===== config.mk =====
export PLATFORM = sky130hd
export DESIGN_NAME = if_fetch_stage_flat
export DESIGN_NICKNAME = d
export VERILOG_FILES = /design/src/rtl/if_fetch_stage_if.sv /design/src/rtl/if_fetch_stage.sv /design/src/flat_wrapper.sv
export SDC_FILE = /design/constraint.sdc
export NUM_CORES = 1
export LEC_CHECK = 0
export BUFFER_PORTS_ARGS = -buffer_cell sky130_fd_sc_hd__buf_4
export CAP_MARGIN = 20
export CORE_UTILIZATION = 40
export CTS_CLUSTER_DIAMETER = 80
export CTS_CLUSTER_SIZE = 40
export DETAILED_ROUTE_END_ITERATION = 8
export SYNTH_ARGS = -nofsm -noshare
export SYNTH_HDL_FRONTEND = slang
export SYNTH_SLANG_ARGS = --single-unit

===== constraint.sdc =====
create_clock -name clk -period 12.19 [get_ports clk]
set_clock_uncertainty 0.05 [all_clocks]
set_input_delay 1.219 -clock clk [delete_from_list [all_inputs] [get_ports clk]]
set_output_delay 1.219 -clock clk [all_outputs]
set_load 0.1 [all_outputs]

===== src/rtl/if_fetch_stage_if.sv =====
// Fetch stage bus bundle: instruction memory request/response
// channel plus the valid/ready instruction stream to decode.
interface if_fetch_stage_if #(
   parameter int N = 64
);
   logic          imem_req;
   logic [N-1:0]  imem_addr;
   logic          imem_ready;
   logic          imem_rvalid;
   logic [31:0]   imem_rdata;
   logic          out_valid;
   logic          out_ready;
   logic [31:0]   out_instr;
   logic [N-1:0]  out_pc;

   modport master (
      output imem_req,
      output imem_addr,
      input  imem_ready,
      input  imem_rvalid,
      input  imem_rdata,
      output out_valid,
      input  out_ready,
      output out_instr,
      output out_pc
   );

   modport slave (
      input  imem_req,
      input  imem_addr,
      output imem_ready,
      output imem_rvalid,
      output imem_rdata,
      input  out_valid,
      output out_ready,
      input  out_instr,
      input  out_pc
   );
endinterface


===== src/rtl/if_fetch_stage.sv =====
// LEGv8 instruction fetch: owns the PC, tracks in-flight fetches,
// buffers {instr, pc} for decode and squashes on redirect.
module if_fetch_stage #(
   parameter int           N        = 64,
   parameter logic [N-1:0] RESET_PC = '0,
   parameter int           DEPTH    = 2
) (
   input  logic         clk,
   input  logic         reset,
   input  logic         redirect,
   input  logic [N-1:0] redirect_pc,
   if_fetch_stage_if.master bus
);
   localparam int AW = $clog2(DEPTH);
   localparam int CW = AW + 1;

   typedef logic [CW-1:0] cnt_t;
   typedef logic [AW-1:0] ptr_t;

   logic [N-1:0]  pc;

   // In-order PCs of requests the memory has accepted.
   logic [N-1:0]  tag_q [DEPTH];
   ptr_t          tag_wr;
   ptr_t          tag_rd;
   cnt_t          outstanding;

   // Returned words waiting for decode.
   logic [31:0]   fifo_instr [DEPTH];
   logic [N-1:0]  fifo_pc    [DEPTH];
   ptr_t          fifo_wr;
   ptr_t          fifo_rd;
   cnt_t          fifo_cnt;

   // Responses still owed for fetches made before a redirect.
   cnt_t          discard;

   logic          req;
   logic          issue;
   logic          rsp;
   logic          keep;
   logic          vld;
   logic          pop;

   // Credit check, handshakes and response routing.
   always_comb begin
      req   = 1'b0;
      issue = 1'b0;
      rsp   = 1'b0;
      keep  = 1'b0;
      vld   = 1'b0;
      pop   = 1'b0;
      req   = !reset && !redirect &&
              ((outstanding + fifo_cnt) < cnt_t'(DEPTH));
      issue = req && bus.imem_ready;
      rsp   = bus.imem_rvalid && (outstanding != '0);
      keep  = rsp && !redirect && (discard == '0);
      vld   = !reset && !redirect && (fifo_cnt != '0);
      pop   = vld && bus.out_ready;
   end

   assign bus.imem_req  = req;
   assign bus.imem_addr = pc;
   assign bus.out_valid = vld;
   assign bus.out_instr = fifo_instr[fifo_rd];
   assign bus.out_pc    = fifo_pc[fifo_rd];

   // PC advance and in-flight tag tracking.
   always_ff @(posedge clk) begin
      if (reset) begin
         pc          <= RESET_PC;
         tag_wr      <= '0;
         tag_rd      <= '0;
         outstanding <= '0;
      end else begin
         if (redirect)
            pc <= redirect_pc;
         else if (issue)
            pc <= pc + N'(4);
         if (issue) begin
            tag_q[tag_wr] <= pc;
            tag_wr        <= tag_wr + 1'b1;
         end
         if (rsp)
            tag_rd <= tag_rd + 1'b1;
         outstanding <= outstanding + cnt_t'(issue)
                        - cnt_t'(rsp);
      end
   end

   // Decode-side buffer: fill from kept responses, drain on accept.
   always_ff @(posedge clk) begin
      if (reset) begin
         fifo_wr  <= '0;
         fifo_rd  <= '0;
         fifo_cnt <= '0;
         for (int i = 0; i < DEPTH; i++) begin
            fifo_instr[i] <= '0;
            fifo_pc[i]    <= '0;
         end
      end else if (redirect) begin
         fifo_wr  <= '0;
         fifo_rd  <= '0;
         fifo_cnt <= '0;
      end else begin
         if (keep) begin
            fifo_instr[fifo_wr] <= bus.imem_rdata;
            fifo_pc[fifo_wr]    <= tag_q[tag_rd];
            fifo_wr             <= fifo_wr + 1'b1;
         end
         if (pop)
            fifo_rd <= fifo_rd + 1'b1;
         fifo_cnt <= fifo_cnt + cnt_t'(keep) - cnt_t'(pop);
      end
   end

   // Stale-response counter: everything still in flight after a
   // redirect cycle belongs to the old path.
   always_ff @(posedge clk) begin
      if (reset)
         discard <= '0;
      else if (redirect)
         discard <= outstanding - cnt_t'(rsp);
      else if (rsp && (discard != '0))
         discard <= discard - 1'b1;
   end
endmodule


===== src/flat_wrapper.sv =====
// flat-port wrapper written by rule: the top's interface ports become plain ports
module if_fetch_stage_flat 
#(
   parameter int           N        = 64,
   parameter logic [N-1:0] RESET_PC = '0,
   parameter int           DEPTH    = 2
)
  (clk, reset, redirect, redirect_pc, bus_imem_req, bus_imem_addr, bus_imem_ready, bus_imem_rvalid, bus_imem_rdata, bus_out_valid, bus_out_ready, bus_out_instr, bus_out_pc);
  if_fetch_stage_if #(.N(N)) bus_i ();
  input  logic clk;
  input  logic reset;
  input  logic redirect;
  input  logic [N-1:0] redirect_pc;
  output wire logic [$bits(bus_i.imem_req)-1:0] bus_imem_req;
  output wire logic [$bits(bus_i.imem_addr)-1:0] bus_imem_addr;
  input wire logic [$bits(bus_i.imem_ready)-1:0] bus_imem_ready;
  input wire logic [$bits(bus_i.imem_rvalid)-1:0] bus_imem_rvalid;
  input wire logic [$bits(bus_i.imem_rdata)-1:0] bus_imem_rdata;
  output wire logic [$bits(bus_i.out_valid)-1:0] bus_out_valid;
  input wire logic [$bits(bus_i.out_ready)-1:0] bus_out_ready;
  output wire logic [$bits(bus_i.out_instr)-1:0] bus_out_instr;
  output wire logic [$bits(bus_i.out_pc)-1:0] bus_out_pc;
  assign bus_imem_req = bus_i.imem_req;
  assign bus_imem_addr = bus_i.imem_addr;
  assign bus_i.imem_ready = bus_imem_ready;
  assign bus_i.imem_rvalid = bus_imem_rvalid;
  assign bus_i.imem_rdata = bus_imem_rdata;
  assign bus_out_valid = bus_i.out_valid;
  assign bus_i.out_ready = bus_out_ready;
  assign bus_out_instr = bus_i.out_instr;
  assign bus_out_pc = bus_i.out_pc;
  if_fetch_stage #(.N(N), .RESET_PC(RESET_PC), .DEPTH(DEPTH)) u_core (.clk(clk), .reset(reset), .redirect(redirect), .redirect_pc(redirect_pc), .bus(bus_i));
endmodule

* Yosys cells after proc, flatten, opt, wreduce, memory -nomap -nowiden *
Memory sizes are Yosys's and may differ from the RTL's. A register that Yosys moved wholly into a read port is not among the register bits.
Index checks and enable logic that the tools add are counted.

cells by class
  muxes and demuxes = 25
  reduce and logical (&&, ||, !) cells = 20
  magnitude comparators = 1
  add/subtract/negate cells = 12

operator list
  cell                     count
  $mux W64                 3
  $add A64 B3 Y64 const B  1
  $reduce_or A64 Y1        1
  $mux W32                 1
  $reduce_or A32 Y1        1
  $mux W1                  19
  $reduce_bool A2 Y1       5
  $logic_and A1 B1 Y1      9
  $sub A2 B1 Y2            3
  $add A1 B1 Y1 const B    4
  $add A2 B1 Y2            2
  $mux W2                  2
  $add A2 B2 Y2            1
  $logic_not A1 Y1         2
  $logic_not A2 Y1         1
  $lt A2 B2 Y1 const B     1
  $reduce_or A2 Y1         1
  $sub A2 B1 Y2 const B    1

word-level totals
  input port bits = 102
  RAM bits = 320
  logic and storage cells = 69
  flip-flop bits (word level) = 74
  memories kept = 3

memories
  memory             words  bits a word  read ports  clocked after memory_dff  write ports  line                  source
  u_core.fifo_pc     2      64           1           1                         2            if_fetch_stage.sv:30  logic [N-1:0] fifo_pc [DEPTH];
  u_core.tag_q       2      64           1           1                         1            if_fetch_stage.sv:23  logic [N-1:0] tag_q [DEPTH];
  u_core.fifo_instr  2      32           1           1                         2            if_fetch_stage.sv:29  logic [31:0] fifo_instr [DEPTH];

* Logic depth before layout (Yosys ltp) *
  word-level depth = 10
  gate-level depth with buffers = 11

* Worst setup path before layout *
No wires, ideal clock.

  path type = input -> register
  start point = input redirect
  end point = memory u_core.fifo_instr[0][0] (enable)
  required time = 11.447 ns
  arrival = 8.700 ns
  path slack = 2.747 ns
  stages = 3
  path buffers = 2
  setup time = 0.693 ns
  cells stage by stage = clkbuf_1 buf_1 o31ai_1

RTL lines
  element      line                  source
  from (decl)  flat_wrapper.sv:12    input logic redirect;
  to (decl)    if_fetch_stage.sv:29

* Worst setup path in the final report *
  start point = input reset
  end point = output bus_out_valid

between the ends
  word-level cells in the longest chain between the ends = 3

RTL lines
  element                            line                  source
  from (decl)                        flat_wrapper.sv:11    input logic reset;
  $logic_not A1 Y1                   if_fetch_stage.sv:58  vld = !reset && !redirect && (fifo_cnt != '0);
  $logic_and A1 B1 Y1 (2 in series)  if_fetch_stage.sv:58
  to (decl)                          flat_wrapper.sv:19    output wire logic [$bits(bus_i.out_valid)-1:0] bus_out_valid;

No other way between the ends.

==> impl_metrics.xml <==
<?xml version="1.0" encoding="UTF-8"?>
<metrics>
  <group name="status">
    <metric name="status" unit="">complete, no violations</metric>
  </group>
  <group name="route">
    <metric name="routed.top_layer" unit="">met4</metric>
    <metric name="initialDrtViolationCount" unit="">578</metric>
    <metric name="wirelength_met1" unit="um">18900</metric>
    <metric name="remaining_drcs" unit="">0</metric>
    <metric name="met3WireLength" unit="um">2260</metric>
    <metric name="routed_via_density" unit="">5.28</metric>
    <metric name="routedWlPerCell" unit="um">21.0</metric>
    <metric name="route.vias.total" unit="">10769</metric>
    <metric name="dr.pass1.iters" unit="">5</metric>
    <metric name="ant_nets" unit="">0</metric>
    <metric name="routed_wirelength" unit="um">42700</metric>
    <metric name="met2_length" unit="um">20500</metric>
  </group>
  <group name="critical_path">
    <metric name="critPathMostFrequentCell" unit="">buf_4</metric>
    <metric name="crit_path_cell_trace" unit="">buf_4, inv_1, nand2_1, nor2_1, buf_4</metric>
    <metric name="endpoint" unit="">bus_out_valid</metric>
    <metric name="required" unit="ns">10.92</metric>
    <metric name="ff2ff_path_depth" unit="">5</metric>
    <metric name="crit_path_max_incr_delay" unit="ns">0.64</metric>
    <metric name="cp_num_buf_inv" unit="">3</metric>
    <metric name="critical_path_s_slowest_cell" unit="">buf_4</metric>
    <metric name="crit_path_start" unit="">reset</metric>
    <metric name="cpLargestDelayFamily" unit="">buffers and inverters</metric>
    <metric name="worst-setup-path-type" unit="">in -&gt; out</metric>
    <metric name="r2r-end" unit="">u_core.tag_q[0][34]$_DFFE_PP_</metric>
    <metric name="critical_register_to_register_path_startpoint" unit="">u_core.outstanding[1]$_SDFF_PP0_</metric>
    <metric name="timing.critical_path.depth" unit="">5</metric>
    <metric name="r2r_slack" unit="ns">8.75</metric>
    <metric name="critPathCaptureType" unit="">output port</metric>
    <metric name="cp_max_fo" unit="">72</metric>
    <metric name="sort_of_element_at_the_start_of_the_critical_path" unit="">primary input</metric>
    <metric name="critPathArrivalTime" unit="ns">2.99</metric>
  </group>
  <group name="pwr">
    <metric name="ir_drop" unit="mV">0.0980</metric>
    <metric name="power_switching_share" unit="%">33.8</metric>
    <metric name="switching_power" unit="mW">1.07</metric>
    <metric name="power.combinational.fraction" unit="%">21.8</metric>
    <metric name="power.static_leakage" unit="nW">7.29</metric>
    <metric name="powerDensity" unit="nW/um2">159</metric>
    <metric name="internal-power" unit="mW">2.10</metric>
    <metric name="p_seq_share" unit="%">50.6</metric>
    <metric name="share_clk_of_total_power" unit="%">27.6</metric>
  </group>
  <group name="clocking">
    <metric name="cts.root.buffer_cell" unit="">clkbuf_16</metric>
    <metric name="cts.clk_slew.worst_paths" unit="ns">0.11</metric>
    <metric name="cts_buffers" unit="">21</metric>
    <metric name="postCtsResizedCells" unit="">0</metric>
    <metric name="cts.repair_timing.setup_buffer_count" unit="">0</metric>
    <metric name="clk_path_buf_depth" unit="">3</metric>
    <metric name="tritoncts" unit="">done</metric>
    <metric name="clkSinkCount" unit="">396</metric>
    <metric name="holdBufCountCts" unit="">0</metric>
    <metric name="clkLatencyLatePin" unit="ns">0.56</metric>
    <metric name="cts.htree.levels" unit="">1</metric>
  </group>
  <group name="die">
    <metric name="fp.coreArea" unit="um2">40900</metric>
    <metric name="fp.dieW" unit="um">206</metric>
    <metric name="die-area" unit="um2">42300</metric>
    <metric name="ioPinCount" unit="">264</metric>
    <metric name="start_util" unit="%">40.6</metric>
    <metric name="placement_rows" unit="">74</metric>
    <metric name="die_y" unit="um">206</metric>
  </group>
  <group name="logic_synthesis">
    <metric name="ys_seq_area_share" unit="%">67.1</metric>
    <metric name="synth_top_area_cell" unit="">edfxtp_1</metric>
    <metric name="yosysWarnings" unit="">0</metric>
    <metric name="synth.most_common_cell" unit="">edfxtp_1</metric>
    <metric name="netlist_instances" unit="">1259</metric>
    <metric name="synth_edf_count" unit="">320</metric>
    <metric name="synth_cell_type_count" unit="">50</metric>
    <metric name="synthesis.area_per_instance" unit="um2">13.2</metric>
    <metric name="syn_area" unit="um2">16600</metric>
    <metric name="synth-seq-cells" unit="">396</metric>
    <metric name="dominantRegCellSynth" unit="">edfxtp_1</metric>
    <metric name="synth-async-reset-ratio" unit="%">0</metric>
    <metric name="synth_top_area_share" unit="%">57.9</metric>
    <metric name="synth_top_cells_by_count" unit="">320 x edfxtp_1, 214 x nor2_1, 99 x mux2_2</metric>
    <metric name="synthTopCellsByArea" unit="">edfxtp_1 58%, dfxtp_1 9.2%, mux2_2 6.7%</metric>
    <metric name="synth_fp_nets" unit="">1367</metric>
  </group>
  <group name="run">
    <metric name="cap_violations" unit="">0</metric>
  </group>
  <group name="grt">
    <metric name="grt-ovfl-total" unit="">0</metric>
    <metric name="first_pass_grt_wire_length" unit="um">63100</metric>
    <metric name="grt_start_max_net_pins" unit="">85</metric>
    <metric name="grt_pass1_vias" unit="">10442</metric>
    <metric name="antenna_found_initial" unit="">0</metric>
    <metric name="grt.total_usage" unit="%">19.8</metric>
  </group>
  <group name="timing">
    <metric name="relSlewSlack" unit="%">30.0</metric>
    <metric name="hold_viol" unit="">0</metric>
    <metric name="maxClockFrequency" unit="GHz">0.235</metric>
    <metric name="setup_violations" unit="">0</metric>
    <metric name="grt_setup_unrepaired" unit="">no</metric>
    <metric name="fin_crit_sh" unit="%">35.0</metric>
    <metric name="timing.final.crit_period" unit="ns">4.26</metric>
    <metric name="finalSetupTns" unit="ns">0</metric>
    <metric name="worst_setup_margin" unit="ns">7.93</metric>
    <metric name="final_max_slew_viol_count" unit="">0</metric>
    <metric name="worst-slew-pin-transition" unit="ns">1.05</metric>
    <metric name="whs" unit="ns">0.460</metric>
  </group>
  <group name="cells_and_area">
    <metric name="post_route_cells_drive_above_1_share" unit="%">28.9</metric>
    <metric name="layout.nets" unit="">1600</metric>
    <metric name="synthToLayoutAreaGrowth" unit="%">20.3</metric>
    <metric name="final-instance-count-excl-fill" unit="">2038</metric>
    <metric name="ant_diodes" unit="">0</metric>
  </group>
  <group name="placed_design">
    <metric name="post-place-cells" unit="">2000</metric>
    <metric name="detailed_place_hpwl" unit="um">28100</metric>
    <metric name="pre_cts_slack" unit="ns">7.46</metric>
    <metric name="numPortBuffers" unit="">263</metric>
    <metric name="place_congestion" unit="">0.818</metric>
  </group>
  <group name="hold_path">
    <metric name="hp-class" unit="">reg -&gt; reg</metric>
  </group>
</metrics>
per-stage QoR:
stage               util, %  power (mW)  instance area (um2)
floorplan                 -        2.15                16600
global placement       46.7        2.32                19100
detailed placement     46.8        2.33                19200
CTS                    48.7        3.21                19900
global route           48.8        3.28                20000
finish                 48.8        3.18                20000
layer usage:
metal / vias to the layer above / global-route usage (%)
li1: 5100 / -
met1: 5322 / 26.7
met2: 293 / 33.2
met3: 54 / 2.76
met4: 0 / 5.98
met5: - / 0
state kept, by name, summed over array words and instances (netlist names), named ones only:
name	flops
u_core.bus.imem_addr	64
u_core.discard	2
u_core.fifo_cnt	2
u_core.fifo_instr	64
u_core.fifo_pc	128
u_core.fifo_rd	1
u_core.fifo_wr	1
u_core.outstanding	2
u_core.tag_q	128
u_core.tag_rd	1
u_core.tag_wr	1
worst min-delay path by stage:
stage                                   endpoint  cells after the start                                 start  slack (ns)
floorplan                               register                      2           u_core.fifo_rd$_SDFFE_PP0P_        0.43
global placement                        register                      2           u_core.fifo_rd$_SDFFE_PP0P_        0.44
detailed placement  u_core.tag_q[1][1]$_DFFE_PP_                      0  u_core.bus.imem_addr[1]$_SDFFE_PP0P_        0.44
CTS                 u_core.tag_q[1][0]$_DFFE_PP_                      0  u_core.bus.imem_addr[0]$_SDFFE_PP0P_        0.45
global route        u_core.tag_q[1][0]$_DFFE_PP_                      0  u_core.bus.imem_addr[0]$_SDFFE_PP0P_        0.47
finish              u_core.tag_q[1][0]$_DFFE_PP_                      0  u_core.bus.imem_addr[0]$_SDFFE_PP0P_        0.46
logic make-up after synthesis:
family / synth area share, %
AND/OR/NAND/NOR: 13.3
flip-flops: 67.1
buffers and inverters: 1.84
AO/OA/AOI/OAI: 4.31
XOR/XNOR: 2.22
adder cells (fa/ha/maj): 0.452
multiplexers: 10.8
cell type report:
type | instances | area (um2)
Inverter | 14 | 52.6
Clock inverter | 16 | 241
Timing Repair Buffer | 277 | 2130
Sequential cell | 396 | 11100
Tap cell | 532 | 666
Clock buffer | 21 | 526
Multi-Input combinational cell | 782 | 5220
Fill cell | 3634 | 21000
power groups by stage:
stage                     clock network (mW)  registers [mW]  logic, mW
after floorplan                            0            1.71      0.438
after global placement                     0            1.64      0.687
after detailed placement                   0            1.64      0.695
after CTS                              0.904            1.61      0.698
after global routing                   0.941            1.62      0.724
final                                  0.877            1.61      0.693
cell usage in the layout (no fill, tap or decap), drive strengths merged, types with 3 or more instances in the layout:
| cell | Yosys | routed |
|---|---|---|
| edfxtp | 320 | 320 |
| buf | 12 | 277 |
| nor2 | 214 | 214 |
| mux2 | 99 | 99 |
| dfxtp | 76 | 76 |
| mux2i | 68 | 68 |
| nand2 | 55 | 55 |
| and3 | 40 | 40 |
| and2 | 39 | 39 |
| a21oi | 32 | 32 |
| xnor2 | 29 | 29 |
| a211oi | 25 | 25 |
| nand3 | 25 | 25 |
| inv | 13 | 25 |
| nand4 | 24 | 24 |
| clkbuf | 55 | 21 |
| nor3 | 20 | 20 |
| o21ai | 15 | 15 |
| xor2 | 13 | 13 |
| or3 | 13 | 13 |
| a311oi | 9 | 9 |
| or4 | 7 | 7 |
| nor4 | 7 | 7 |
| o211ai | 6 | 6 |
| ha | 6 | 6 |
| o31ai | 6 | 6 |
| a31oi | 5 | 5 |
| clkinv | 1 | 4 |
| a32oi | 3 | 3 |
| or2 | 3 | 3 |
| nor2b | 3 | 3 |
| and4 | 3 | 3 |
Power figures use the tool's default switching activity.
